### config.mk
export PLATFORM = sky130hd
export DESIGN_NAME = mem_stage
export DESIGN_NICKNAME = d
export VERILOG_FILES = /design/src/rtl/mem_stage.sv
export SDC_FILE = /design/constraint.sdc
export NUM_CORES = 1
export LEC_CHECK = 0
export CORE_ASPECT_RATIO = 0.6
export CORE_MARGIN = 4
export CORE_UTILIZATION = 47
export CTS_BUF_LIST = sky130_fd_sc_hd__clkbuf_16
export DETAILED_ROUTE_END_ITERATION = 10
export PLACE_DENSITY = 0.84
export SLEW_MARGIN = 20
export SYNTH_ARGS = -nofsm -noshare
export SYNTH_HDL_FRONTEND = slang
export SYNTH_SLANG_ARGS = --single-unit
### constraint.sdc
create_clock -name m_i_clk -period 2.35 [get_ports m_i_clk]
set_clock_uncertainty 0.1 [all_clocks]
set_input_delay 0.47 -clock m_i_clk [delete_from_list [all_inputs] [get_ports m_i_clk]]
set_output_delay 0.47 -clock m_i_clk [all_outputs]
set_load 0.1 [all_outputs]
### src/rtl/mem_stage.sv
// MIPS memory stage: latches execute results, runs byte/half/word loads and stores over req/ack.
// Latency: 1 cycle for non-memory ops, 2+ cycles for memory ops; execute is stalled while ACCESS is busy.
module mem_stage #(
  parameter int DWIDTH   = 32,
  parameter int PC_WIDTH = 32,
  parameter int AWIDTH   = 32
) (
  input  logic                m_i_clk,
  input  logic                m_i_rst_n,
  input  logic                m_i_valid,
  input  logic [DWIDTH-1:0]   m_i_alu_value,
  input  logic [DWIDTH-1:0]   m_i_store_data,
  input  logic [4:0]          m_i_rd_addr,
  input  logic                m_i_reg_write,
  input  logic                m_i_mem_read,
  input  logic                m_i_mem_write,
  input  logic [1:0]          m_i_size,
  input  logic                m_i_unsigned,
  input  logic                m_i_change_pc,
  input  logic [PC_WIDTH-1:0] m_i_alu_pc,
  output logic                m_o_stall,
  output logic                m_o_dmem_req,
  output logic                m_o_dmem_we,
  output logic [AWIDTH-1:0]   m_o_dmem_addr,
  output logic [DWIDTH-1:0]   m_o_dmem_wdata,
  output logic [3:0]          m_o_dmem_wstrb,
  input  logic                m_i_dmem_ack,
  input  logic [DWIDTH-1:0]   m_i_dmem_rdata,
  output logic                m_o_valid,
  output logic [DWIDTH-1:0]   m_o_wb_data,
  output logic [4:0]          m_o_rd_addr,
  output logic                m_o_reg_write,
  output logic                m_o_change_pc,
  output logic [PC_WIDTH-1:0] m_o_pc,
  output logic                m_o_misalign
);

  typedef enum logic {IDLE, ACCESS} state_t;

  state_t      state;
  logic [1:0]  lat_size;
  logic [1:0]  lat_lane;
  logic        lat_unsigned;
  logic        lat_store;

  logic              accept;
  logic              is_mem;
  logic              misal;
  logic [3:0]        st_wstrb;
  logic [DWIDTH-1:0] st_wdata;
  logic [7:0]        ld_byte;
  logic [15:0]       ld_half;
  logic [DWIDTH-1:0] ld_data;

  assign m_o_stall = (state == ACCESS);
  assign accept    = m_i_valid && (state == IDLE);
  assign is_mem    = m_i_mem_read || m_i_mem_write;
  // size 11 falls into the word check through size[1]
  assign misal     = is_mem && (((m_i_size == 2'b01) && m_i_alu_value[0]) ||
                                (m_i_size[1] && (m_i_alu_value[1:0] != 2'b00)));

  always_comb begin
    st_wstrb = 4'b1111;
    st_wdata = m_i_store_data;
    case (m_i_size)
      2'b00: begin
        st_wstrb = 4'b0001 << m_i_alu_value[1:0];
        st_wdata = {4{m_i_store_data[7:0]}};
      end
      2'b01: begin
        st_wstrb = m_i_alu_value[1] ? 4'b1100 : 4'b0011;
        st_wdata = {2{m_i_store_data[15:0]}};
      end
      default: ;
    endcase
  end

  always_comb begin
    ld_byte = m_i_dmem_rdata[7:0];
    case (lat_lane)
      2'b01:   ld_byte = m_i_dmem_rdata[15:8];
      2'b10:   ld_byte = m_i_dmem_rdata[23:16];
      2'b11:   ld_byte = m_i_dmem_rdata[31:24];
      default: ;
    endcase
    ld_half = lat_lane[1] ? m_i_dmem_rdata[31:16] : m_i_dmem_rdata[15:0];
    ld_data = m_i_dmem_rdata;
    case (lat_size)
      2'b00:   ld_data = lat_unsigned ? {{(DWIDTH-8){1'b0}}, ld_byte}
                                      : {{(DWIDTH-8){ld_byte[7]}}, ld_byte};
      2'b01:   ld_data = lat_unsigned ? {{(DWIDTH-16){1'b0}}, ld_half}
                                      : {{(DWIDTH-16){ld_half[15]}}, ld_half};
      default: ;
    endcase
  end

  always_ff @(posedge m_i_clk or negedge m_i_rst_n) begin
    if (!m_i_rst_n) begin
      state          <= IDLE;
      lat_size       <= 2'b00;
      lat_lane       <= 2'b00;
      lat_unsigned   <= 1'b0;
      lat_store      <= 1'b0;
      m_o_dmem_req   <= 1'b0;
      m_o_dmem_we    <= 1'b0;
      m_o_dmem_addr  <= '0;
      m_o_dmem_wdata <= '0;
      m_o_dmem_wstrb <= 4'b0000;
      m_o_valid      <= 1'b0;
      m_o_wb_data    <= '0;
      m_o_rd_addr    <= 5'd0;
      m_o_reg_write  <= 1'b0;
      m_o_change_pc  <= 1'b0;
      m_o_pc         <= '0;
      m_o_misalign   <= 1'b0;
    end else begin
      m_o_valid     <= 1'b0;
      m_o_change_pc <= 1'b0;
      m_o_pc        <= '0;
      m_o_misalign  <= 1'b0;

      if (accept) begin
        m_o_change_pc <= m_i_change_pc;
        m_o_pc        <= m_i_change_pc ? m_i_alu_pc : '0;
        m_o_wb_data   <= m_i_alu_value;
        m_o_rd_addr   <= m_i_rd_addr;
        m_o_reg_write <= m_i_reg_write && !m_i_mem_write && !misal;
        if (is_mem && !misal) begin
          state          <= ACCESS;
          lat_size       <= m_i_size;
          lat_lane       <= m_i_alu_value[1:0];
          lat_unsigned   <= m_i_unsigned;
          lat_store      <= m_i_mem_write;
          m_o_dmem_req   <= 1'b1;
          m_o_dmem_we    <= m_i_mem_write;
          m_o_dmem_addr  <= {m_i_alu_value[AWIDTH-1:2], 2'b00};
          m_o_dmem_wdata <= st_wdata;
          m_o_dmem_wstrb <= m_i_mem_write ? st_wstrb : 4'b0000;
        end else begin
          m_o_valid    <= 1'b1;
          m_o_misalign <= misal;
        end
      end else if ((state == ACCESS) && m_i_dmem_ack) begin
        state          <= IDLE;
        m_o_valid      <= 1'b1;
        m_o_dmem_req   <= 1'b0;
        m_o_dmem_we    <= 1'b0;
        m_o_dmem_wstrb <= 4'b0000;
        if (!lat_store) m_o_wb_data <= ld_data;
      end
    end
  end

endmodule

# [After elaboration in Yosys (flattened, before gate mapping)]
# Index checks and enable logic that the tools add are counted.
[totals] regBits=147 in_bits=144 out_inout_bits=144 wordCells=72
[classes] eq_ne=7 shift=1 n_mux=28 bitwise_logic=1 n_reduce_logical=19
[op_table] cell="32-bit 2-to-1 mux" n=7
[op_table] cell="32-bit one-hot mux with 2 select lines" n=2
[op_table] cell="8-bit one-hot mux with 3 select lines" n=1
[op_table] cell="4-bit 2-to-1 mux" n=5
[op_table] cell="16-bit 2-to-1 mux" n=1
[op_table] cell="1-bit 2-to-1 mux" n=11
[op_table] cell="1-bit logical AND" n=8
[op_table] cell="4-bit one-hot mux with 2 select lines" n=1
[op_table] cell="2-bit by 1-bit equality test with 1-bit output, second input constant" n=3
[op_table] cell="2-bit AND reduction" n=3
[op_table] cell="2-bit equality test, second input constant" n=2
[op_table] cell="2-bit logical NOT" n=2
[op_table] cell="2-bit by 1-bit != test with 1-bit output, second input constant" n=2
[op_table] cell="2-bit nonzero test" n=2
[op_table] cell="1-bit by 2-bit left shift with 4-bit output, first input constant" n=1
[op_table] cell="1-bit logical NOT" n=2
[op_table] cell="1-bit logical OR" n=2
[op_table] cell="1-bit inverter" n=1

# [Longest topological paths before layout]
[logic_depth] depth_word=8 mapped_depth=6 mapped_depth_nobuf=3

# [Worst setup path before layout]
# Ideal clock, no wire load.
[synth_path] path_kind="reg-to-reg" start="register state, in the netlist m_o_stall" end="register m_o_wb_data[28]" setup_time_ps=134 arrival_time_ps=2049 required_time_ps=2116 setup_slack_ps=67 path_stages_with_launch=6 n_path_buf=2 synth_period_minus_slack_ps=2283 path_cell_list="dfrtp_1 buf_2 nand3b_2 clkbuf_1 a2111oi_0 a21oi_1"
[synth_between] elab_chain_cells=4 elab_cells_between_ends=7 classes_between="eq/ne (1); mux (1); bitwise (1); reduce/logical (4)"
[synth_lines] item="from (decl)" line_no="40" text="state_t state;"
[synth_lines] item="from (signal assigned)" line_no="99" text="state <= IDLE;"
[synth_lines] item="from (signal assigned)" line_no="129" text="state <= ACCESS;"
[synth_lines] item="from (signal assigned)" line_no="144" text="state <= IDLE;"
[synth_lines] item="1-bit inverter" line_no="56" text="assign accept = m_i_valid && (state == IDLE);"
[synth_lines] item="1-bit logical AND" line_no="56"
[synth_lines] item="2-bit by 1-bit != test with 1-bit output (no source line) or 2-bit nonzero test (tied branches)"
[synth_lines] item="2-bit AND reduction (no source line)"
[synth_lines] item="to (signal assigned)" line_no="125" text="m_o_wb_data <= m_i_alu_value;"
[synth_lines] item="to (signal assigned)" line_no="149" text="if (!lat_store) m_o_wb_data <= ld_data;"
[synth_lines] item="to (decl)" line_no="30" text="output logic [DWIDTH-1:0] m_o_wb_data,"
# Several ways; a longest one is shown, not always the timed one.
# A chain may end at the register's enable or synchronous reset.

# [Final worst setup path]
[layout_path] start="input m_i_valid" end="register m_o_wb_data[29]"
[layout_between] elab_chain_cells=3 elab_cells_between_ends=5 classes_between="eq/ne (1); mux (1); reduce/logical (3)"
[layout_lines] item="from (decl)" line_no="10" text="input logic m_i_valid,"
[layout_lines] item="1-bit logical AND *" line_no="56"
[layout_lines] item="2-bit by 1-bit != test with 1-bit output (no source line) or 2-bit nonzero test (tied branches)"
[layout_lines] item="2-bit AND reduction (no source line)"
# Mark *: on every way between the ends. The rest lies on a longest branch, timed or not.

==> results_dict.tcl <==
set metrics [dict create \
    crit_required_ns 2.54 \
    drv_slew 0 \
    drcViolationCount 0 \
    r2r_end "m_o_wb_data[29]" \
    vias_per_cell 5.51 \
    ys_types 49 \
    post-route-util_pct 72.5 \
    fmax_ghz 0.497 \
    ys_async_sr_fraction_pct 100 \
    clock_path_buffers 2 \
    grt_pass1_vias 6212 \
    worstReg2RegStart "lat_size[0]" \
    synthTopCellsByArea "dfrtp_1 52%, mux2_4 8.8%, mux2_2 6.8%, and3_1 2.9%, o31ai_1 2.8%" \
    final_nets 1031 \
    rows 34 \
    critPathCaptureType "register" \
    rsz0062_at_grt "no" \
    track_usage_pct 26.1 \
    h-tree-depth 4 \
    start_kind "input pin" \
    critPathKind "input pin to register" \
    dpl-instance-area_um2 10000 \
    core-area_um2 14700 \
    post_cts_resized 0 \
    n_antenna_cell 0 \
    vdd_drop_max_mv 1.05 \
    die_w_um 167 \
    syn_inst 588 \
    drt_pass1_iterations 8 \
    relSlewSlack_pct 42.9 \
    die_y_um 103 \
    yosys_most_used_dff "dfrtp_1" \
    initial_utilization_pct 48.6 \
    rr_worst_depth 5 \
    ys_seq_elements 147 \
    post-synth-top-count-cell "dfrtp_1" \
    power_density_nw_per_um2 1200 \
    max-cap-violations 0 \
    status "finished clean" \
    ant_nets 0 \
    hold_buffers 1 \
    dieArea_um2 17300 \
    worst_slew_pin_slew_ns 0.854 \
    post-place-ws_ns -0.0657 \
    wl_per_cell_um 21.1 \
    gp_congestion 0.952 \
    yosysWarnings 0 \
    initialDrtViolationCount 494 \
    yosys-top-cells-count "147 x dfrtp_1, 43 x mux2_2, 42 x mux2_4, 33 x and3_1" \
    worstPathArrival_ns 2.20 \
    period_minus_slack_ns 2.01 \
    grt_pass1_wl_mm 35.4 \
    cts_made_buffers 17 \
    synth_top_area_share_pct 51.6 \
    antenna_found_initial 0 \
    synth_top_area_cell "dfrtp_1" \
    crit_path_start "m_i_valid" \
    postCtsSetupRepairBufs 0 \
    whs_ns 0.392 \
    grt_overflow_total 0 \
    layout-area-overhead-vs-synth_pct 49.4 \
    synth_edf_count 0 \
    hold_viol_final 0 \
    fin_crit_sh_pct 85.7 \
    reg2reg_slack_ns 0.37 \
    yosysSeqAreaShare_pct 51.6 \
    hp-class "register to register" \
    stdcell_area_um2 10600 \
    cts.sinks 147 \
    post_synth.cell_area_avg_um2 12.1 \
    cp_max_fo 27 \
    ioPinCount 288 \
    routed_wl_mm 23.2 \
    drive_above_1_share_pct 37.0 \
    p_leak_nw 4.94 \
    clockRootBuffer "clkbuf_16" \
    clk_latency_ns 0.41 \
    cp-endpoint "m_o_wb_data[29]" \
    setup_ws_ns 0.336 \
    io_buffers 285 \
    post-dp-hpwl_mm 17.3 \
    setup_viol 0 \
    cts_tree "done" \
    vias 6050 \
    grt_max_degree 56 \
    syn_area_um2 7130 \
    clk_pin_slew_ns 0.06 \
]
-- final cells by class --
class | count | area [µm²]
clock inverter | 15 | 164
fill | 1018 | 4030
tap | 198 | 248
timing repair buffer | 331 | 2960
multi-input combinational | 388 | 3170
sequential | 147 | 3680
clock buffer | 17 | 425
inverter | 2 | 7.51
-- metal layers --
metal | share of wire (%) | wire length, µm | vias to the layer above | global-route usage (%)
met5 | 0 | 0 | - | 0
met4 | 1.6 | 367 | 0 | 7.54
met3 | 8.5 | 1980 | 27 | 7.25
met2 | 46 | 10600 | 290 | 40.9
met1 | 44 | 10200 | 2961 | 36.2
li1 | - | - | 2772 | -
-- stage by stage --
| stage | setup TNS, ns | total power [mW] | std cells |
|---|---|---|---|
| 2_1_floorplan | 0 | 8.35 | 589 |
| 3_3_place_gp | -0.251 | 9.95 | 1065 |
| 3_5_place_dp | -1.15 | 10.1 | 1065 |
| 4_1_cts | 0 | 12.8 | 1098 |
| 5_1_grt | 0 | 13.2 | 1098 |
| 6_report | 0 | 12.8 | 1098 |
-- cell usage in the layout (no fill, tap or decap), types with 8 or more instances in the layout --
cell type	n
buf_4	178
or3b_2	17
a21oi_1	17
mux2_2	43
nor2b_1	11
buf_12	9
a2111oi_0	17
o21ai_0	11
and3_1	33
and2_1	30
nor3_1	17
nor2_1	14
clkbuf_16	17
dfrtp_1	147
mux2_4	42
a222oi_1	8
clkdlybuf4s50_1	142
o31ai_1	27
and3b_1	8
nand2_1	30
mux2i_1	9
a211oi_1	15
-- state kept, by name, summed over array words and instances (netlist names), 2 cells and up --
register and cells:
m_o_pc 32, m_o_dmem_addr 30, lat_size 2, m_o_rd_addr 5
m_o_dmem_wdata 32, m_o_dmem_wstrb 4, lat_lane 2, m_o_wb_data 32
-- worst min-delay path by stage --
stage	endpoint	from	cells after the start
after floorplan	lat_lane[0]	m_i_rst_n	0
after global placement	m_o_wb_data[30]	m_i_rst_n	1
after detailed placement	m_o_wb_data[30]	m_i_rst_n	1
after CTS	m_o_rd_addr[3]	m_o_rd_addr[3]	2
after global routing	m_o_dmem_addr[9]	m_o_dmem_addr[9]	1
final	m_o_rd_addr[3]	m_o_rd_addr[3]	2
-- critical path, cell delays in order --
cell and delay [ns]:
clkdlybuf4s50_1 0.50, and2b_2 0.32, buf_12 0.18, a2111oi_0 0.45
buf_4 0.20, a21oi_1 0.07
-- power breakdown --
part / leakage (nW) / internal (mW) / switching, mW
logic: 2.86 / 1.70 / 4.90
clock network: 0.286 / 1.51 / 1.22
registers: 1.79 / 3.06 / 0.367
-- cells by family after synthesis --
kind of cell / Yosys count / share of synthesized area (%)
simple gates: 172 / 14.5
flops: 147 / 51.6
compound gates: 116 / 12.2
mux: 95 / 17.2
buf+inv: 54 / 4.07
xor+xnor: 3 / 0.369
other cells: 1 / 0.0526
Power figures use the tool's default switching activity.
